$ cat config.mk
export PLATFORM = sky130hd
export DESIGN_NAME = lane_rotator
export DESIGN_NICKNAME = d
export VERILOG_FILES = /design/src/rtl/lane_rotator.sv
export SDC_FILE = /design/constraint.sdc
export NUM_CORES = 1
export LEC_CHECK = 0
export ABC_AREA = 1
export CAP_MARGIN = 20
export CORE_MARGIN = 2
export CORE_UTILIZATION = 40
export DETAILED_ROUTE_END_ITERATION = 8
export PLACE_DENSITY = 0.75
export RECOVER_POWER = 100
export SLEW_MARGIN = 30
export SYNTH_ARGS = -nofsm -noshare
export SYNTH_HDL_FRONTEND = slang
export SYNTH_SLANG_ARGS = --single-unit
$ cat constraint.sdc
create_clock -name clk -period 1.3 [get_ports clk]
set_clock_uncertainty 0.15 [all_clocks]
set_input_delay 0.26 -clock clk [delete_from_list [all_inputs] [get_ports clk]]
set_output_delay 0.26 -clock clk [all_outputs]
set_load 0.01 [all_outputs]
$ cat src/rtl/lane_rotator.sv
// lane_rotator: LANES x WIDTH circular register rotator with a start/busy/done
// handshake. Each ROTATE cycle moves every lane by one position at once, so
// each lane takes its neighbour's pre-edge value.
//
// Optional feature macro: LANE_ROTATOR_DIR_EN
//   defined   -> `dir` (0 = left, 1 = right) is latched at start.
//   undefined -> direction fixed to left; `dir` is ignored, and neither a
//                direction register nor a right-rotate path is built.
module lane_rotator #(
    parameter int WIDTH = 8,
    parameter int LANES = 3,
    parameter int CNT_W = 8
) (
    input  logic                   clk,
    input  logic                   rst,
    input  logic                   load,
    input  logic [WIDTH*LANES-1:0] load_data,
    input  logic                   start,
    input  logic [CNT_W-1:0]       count,
    input  logic                   dir,
    output logic [WIDTH*LANES-1:0] lanes_out,
    output logic                   busy,
    output logic                   done
);

    localparam int TOTAL_W = WIDTH * LANES;

    typedef enum logic [1:0] {
        IDLE   = 2'd0,
        ROTATE = 2'd1,
        DONE   = 2'd2
    } state_t;

    state_t             state;
    logic [TOTAL_W-1:0] lanes_q;
    logic [TOTAL_W-1:0] lanes_step;
    logic [CNT_W-1:0]   remaining;
    logic               busy_q;
    logic               done_q;

`ifdef LANE_ROTATOR_DIR_EN
    logic               dir_q;
`else
    logic               unused_dir;
    assign unused_dir = dir;
`endif

    // Left step: lane[i] <- lane[(i+1) mod LANES]. With lane 0 in the low
    // bits, this is a right rotate of the packed vector by one lane.
    function automatic logic [TOTAL_W-1:0] rot_left(input logic [TOTAL_W-1:0] v);
        return {v[WIDTH-1:0], v[TOTAL_W-1:WIDTH]};
    endfunction

`ifdef LANE_ROTATOR_DIR_EN
    // Right step: lane[i] <- lane[(i-1) mod LANES], i.e. the top lane
    // wraps into lane 0.
    function automatic logic [TOTAL_W-1:0] rot_right(input logic [TOTAL_W-1:0] v);
        return {v[TOTAL_W-WIDTH-1:0], v[TOTAL_W-1 -: WIDTH]};
    endfunction
`endif

    // Next lane contents for one rotation step in the latched direction.
    always_comb begin
        lanes_step = rot_left(lanes_q);
`ifdef LANE_ROTATOR_DIR_EN
        if (dir_q) begin
            lanes_step = rot_right(lanes_q);
        end
`endif
    end

    // Control FSM and lane registers; reset aborts any run and clears lanes.
    always_ff @(posedge clk) begin
        if (rst) begin
            state     <= IDLE;
            lanes_q   <= '0;
            remaining <= '0;
            busy_q    <= 1'b0;
            done_q    <= 1'b0;
`ifdef LANE_ROTATOR_DIR_EN
            dir_q     <= 1'b0;
`endif
        end else begin
            case (state)
                IDLE: begin
                    busy_q <= 1'b0;
                    done_q <= 1'b0;
                    if (load) begin
                        // load has priority; a simultaneous start is dropped
                        lanes_q <= load_data;
                    end else if (start) begin
                        if (count != '0) begin
                            remaining <= count;
`ifdef LANE_ROTATOR_DIR_EN
                            dir_q     <= dir;
`endif
                            busy_q    <= 1'b1;
                            state     <= ROTATE;
                        end else begin
                            // zero-length run: straight to the done pulse
                            done_q <= 1'b1;
                            state  <= DONE;
                        end
                    end
                end
                ROTATE: begin
                    lanes_q   <= lanes_step;
                    remaining <= remaining - 1'b1;
                    if (remaining == CNT_W'(1)) begin
                        busy_q <= 1'b0;
                        done_q <= 1'b1;
                        state  <= DONE;
                    end
                end
                DONE: begin
                    done_q <= 1'b0;
                    state  <= IDLE;
                end
                default: begin
                    busy_q <= 1'b0;
                    done_q <= 1'b0;
                    state  <= IDLE;
                end
            endcase
        end
    end

    assign lanes_out = lanes_q;
    assign busy      = busy_q;
    assign done      = done_q;

endmodule

==> results_dict.tcl <==
set metrics [dict create \
    dieHeight_um 71.0 \
    core-area_um2 4350 \
    synth_ff_type "dfxtp_1" \
    max_clock_freq_ghz 0.714 \
    cp_data_arrival_time_ns 1.44 \
    vias 2189 \
    layout_min_cycle_time_ns 1.40 \
    synthesis.area_um2 1800 \
    synth-edff-count 0 \
    num-nets-final 411 \
    area_growth_pct 68.7 \
    finalHoldViolations 0 \
    synth.avg_cell_area_um2 6.61 \
    numCtsBuffers 5 \
    yosysWarnings 0 \
    ant_nets 0 \
    cts.sinks 36 \
    crit_top_cell "nor2_1" \
    grt_pass1_vias 2118 \
    internal_power_w 0.00221 \
    slowest_stage "dfxtp_2" \
    failed_checks "negative setup slack" \
    wl_met1_um 2490 \
    routed_wl_um 5770 \
    fin_crit_sh_pct 108 \
    gp_congestion 0.887 \
    ir_drop_mv 0.613 \
    grt_antenna_before_repair 0 \
    async_flop_share_pct 0 \
    grt_pass1_wl_um 9300 \
    post-route-drc-count 0 \
    ys_ff_latch 36 \
    crit_family "simple AND/OR/NAND/NOR gates" \
    worst_pin_slew_ns 0.285 \
    vias_per_cell 5.15 \
    stdcell_area_um2 3030 \
    synth_area_leaders "dfxtp_1, nand2_1, a31oi_1" \
    power.share.switching_pct 32.0 \
    rrSetupSlack_ns -0.10 \
    p_per_area_nw_per_um2 1070 \
    min_path_cells 4 \
    syn_inst 272 \
    path_buf_inv 2 \
    synth.most_common_cell "nand2_1" \
    grt_max_degree 25 \
    start_util_pct 41.3 \
    outcome "finished, violations left" \
    maxSlewViolCount 0 \
    h-tree-depth 2 \
    utilization_pct 69.6 \
    clk_pin_slew_ns 0.07 \
    highest_layer "met4" \
    yosysTopAreaCell "dfxtp_1" \
    placed_cell_area_um2 2730 \
    worstPathMaxFanout 3 \
    cts_max_path_buffers 2 \
    startpoint_type "register" \
    yosysTopAreaCellShare_pct 40.1 \
    comb_power_share_pct 33.9 \
    antennaDiodeCount 0 \
    maxCapViolations 0 \
    holdPathEnd "remaining[3]$_SDFFE_PP0P_" \
    r2r_end "remaining[7]$_SDFFE_PP0P_" \
    clkPwrFrac_pct 26.0 \
    io_pins 63 \
    overflow 0 \
    clk_latency_ns 0.29 \
    wl_met3_um 367 \
    required_ns 1.34 \
    yosys-top-cells-count "nand2_1, dfxtp_1, nor2_1" \
    wire_per_inst_um 13.6 \
    setup_viol_count_final 26 \
    rsz0062_at_grt "true" \
    min_path_type "in -> reg" \
    p_leak_nw 1.32 \
    r2r_cells 9 \
    hp-start "count[3]" \
    die_w_um 71.0 \
    ys_seq_area_share_pct 40.1 \
    final_layout_size_suffix_gt1_share_pct 31.9 \
    track_usage_pct 22.5 \
    critPathKind "reg -> reg" \
    endpoint_kind "register" \
    nFillCells 362 \
    dp_hpwl_um 3580 \
    r2r_start "remaining[1]$_SDFFE_PP0P_" \
    die-area_um2 5040 \
    relSlewSlack_pct 80.9 \
    num_rows 24 \
    root_buffer "clkbuf_8" \
    fin_ws_ns -0.100 \
    cts_tree "done" \
    ys_types 21 \
    power.switching_w 0.00104 \
    worst_path_largest_cell_delay_ns 0.34 \
    port_buffers 61 \
    drt_iter0_drc 150 \
    p_seq_share_pct 40.1 \
    critical_path.cell_chain "buf_4 > nor2_4 > nand2_1 > inv_1 > nand2_1 > nor2_1 > nor2_1 > nor2_1 > nor2_1" \
    dr.pass1.iters 4 \
    syn-num-nets 311 \
    wl_met2_um 2840 \
]
metrics by stage:
step                      std cells  hold slack, ns  total power [W]  TNS (ns)  setup slack [ns]
after CTS                       420           0.311          0.00320    -0.215           -0.0372
after global routing            425           0.347          0.00343     -2.83            -0.199
after floorplan                 272           0.179          0.00177         0           0.00648
final                           425           0.313          0.00325    -0.628            -0.100
after global placement          410           0.326          0.00227    -12.36            -0.435
after detailed placement        410           0.332          0.00228    -13.39            -0.478
cells by family (layout without fill, tap and decap cells):
family | Yosys count | in the layout | synth area share (%)
and+or+nand+nor | 137 | 137 | 30.6
AOI/OAI and AO/OA | 65 | 65 | 20.0
adders and majority gates | 2 | 2 | 1.39
buffers and inverters | 32 | 133 | 7.94
DFF | 36 | 36 | 40.1
cells in the final DEF (no fill, tap or decap):
cell	n
buf_6	4
dfxtp_2	14
or2_4	1
nand3_2	3
buf_4	34
nor2_1	27
a31oi_1	24
o21ai_2	6
nand2_1	82
nand2_2	8
nor2_4	4
buf_8	1
buf_12	5
clkbuf_8	6
clkdlybuf4s15_2	11
nor2_2	3
nor3b_2	1
dlygate4sd2_1	9
o21ai_1	18
inv_1	12
inv_2	3
clkbuf_1	16
nand3_1	8
a21oi_2	4
dfxtp_4	2
a21oi_4	1
ha_4	2
clkbuf_16	2
dfxtp_1	20
inv_4	3
clkbuf_2	1
clkdlybuf4s50_1	26
o21ai_0	10
a21oi_1	2
timing repair:
| action | 4_1_cts | 5_1_grt |
|---|---|---|
| cloned | 1 | 3 |
| pin swaps | 15 | 6 |
| hold buffers | 0 | 0 |
| endpoints found under the setup margin | 62 | 59 |
| buffers inserted | 1 | 3 |
| gates resized for setup | 116 | 54 |
area by class of cell:
class	instances	area [um^2]	area share (%)
multi-input cells	204	1070	35.3
repair buffers	107	986	32.5
flip-flops and latches	36	746	24.6
clock buffers	8	90.1	2.97
inverters	18	75.1	2.48
well taps	52	65.1	2.15
power by group through the flow:
stage	clock network (W)	logic [W]	registers, W
2_1_floorplan	0	0.000419	0.00135
3_3_place_gp	0	0.000965	0.00130
3_5_place_dp	0	0.000980	0.00130
4_1_cts	0.000864	0.00104	0.00129
5_1_grt	0.000907	0.00121	0.00132
6_report	0.000846	0.00110	0.00130
worst min-delay path: stages:
cell	delay (ns)
dlygate4sd2_1	0.21
or2_4	0.12
a21oi_2	0.04
nor2_1	0.09
routing by layer:
| layer | vias up | global-route usage (%) |
|---|---|---|
| li1 | 1096 | - |
| met1 | 1025 | 27.7 |
| met2 | 59 | 37.4 |
| met3 | 9 | 7.26 |
| met4 | 0 | 7.34 |
| met5 | - | 0 |
flip-flops by register name (all words and copies together), names as in the netlist:
signal     count
lanes_out     24
busy           1
state          2
done           1
remaining      8
worst max path at each step:
stage          slack, ns                   endpoint  cells past startpoint                 startpoint
6_report           -0.10  remaining[7]$_SDFFE_PP0P_                      9  remaining[1]$_SDFFE_PP0P_
5_1_grt            -0.20  remaining[7]$_SDFFE_PP0P_                     10  remaining[1]$_SDFFE_PP0P_
4_1_cts            -0.04  remaining[4]$_SDFFE_PP0P_                      8      state[0]$_SDFFE_PP0P_
3_5_place_dp       -0.48  remaining[6]$_SDFFE_PP0P_                      9                   count[1]
3_3_place_gp       -0.44  remaining[3]$_SDFFE_PP0P_                      8                   count[1]
2_1_floorplan      0.006  remaining[2]$_SDFFE_PP0P_                      8  remaining[0]$_SDFFE_PP0P_
No activity file was read; power rests on OpenSTA's default activity.
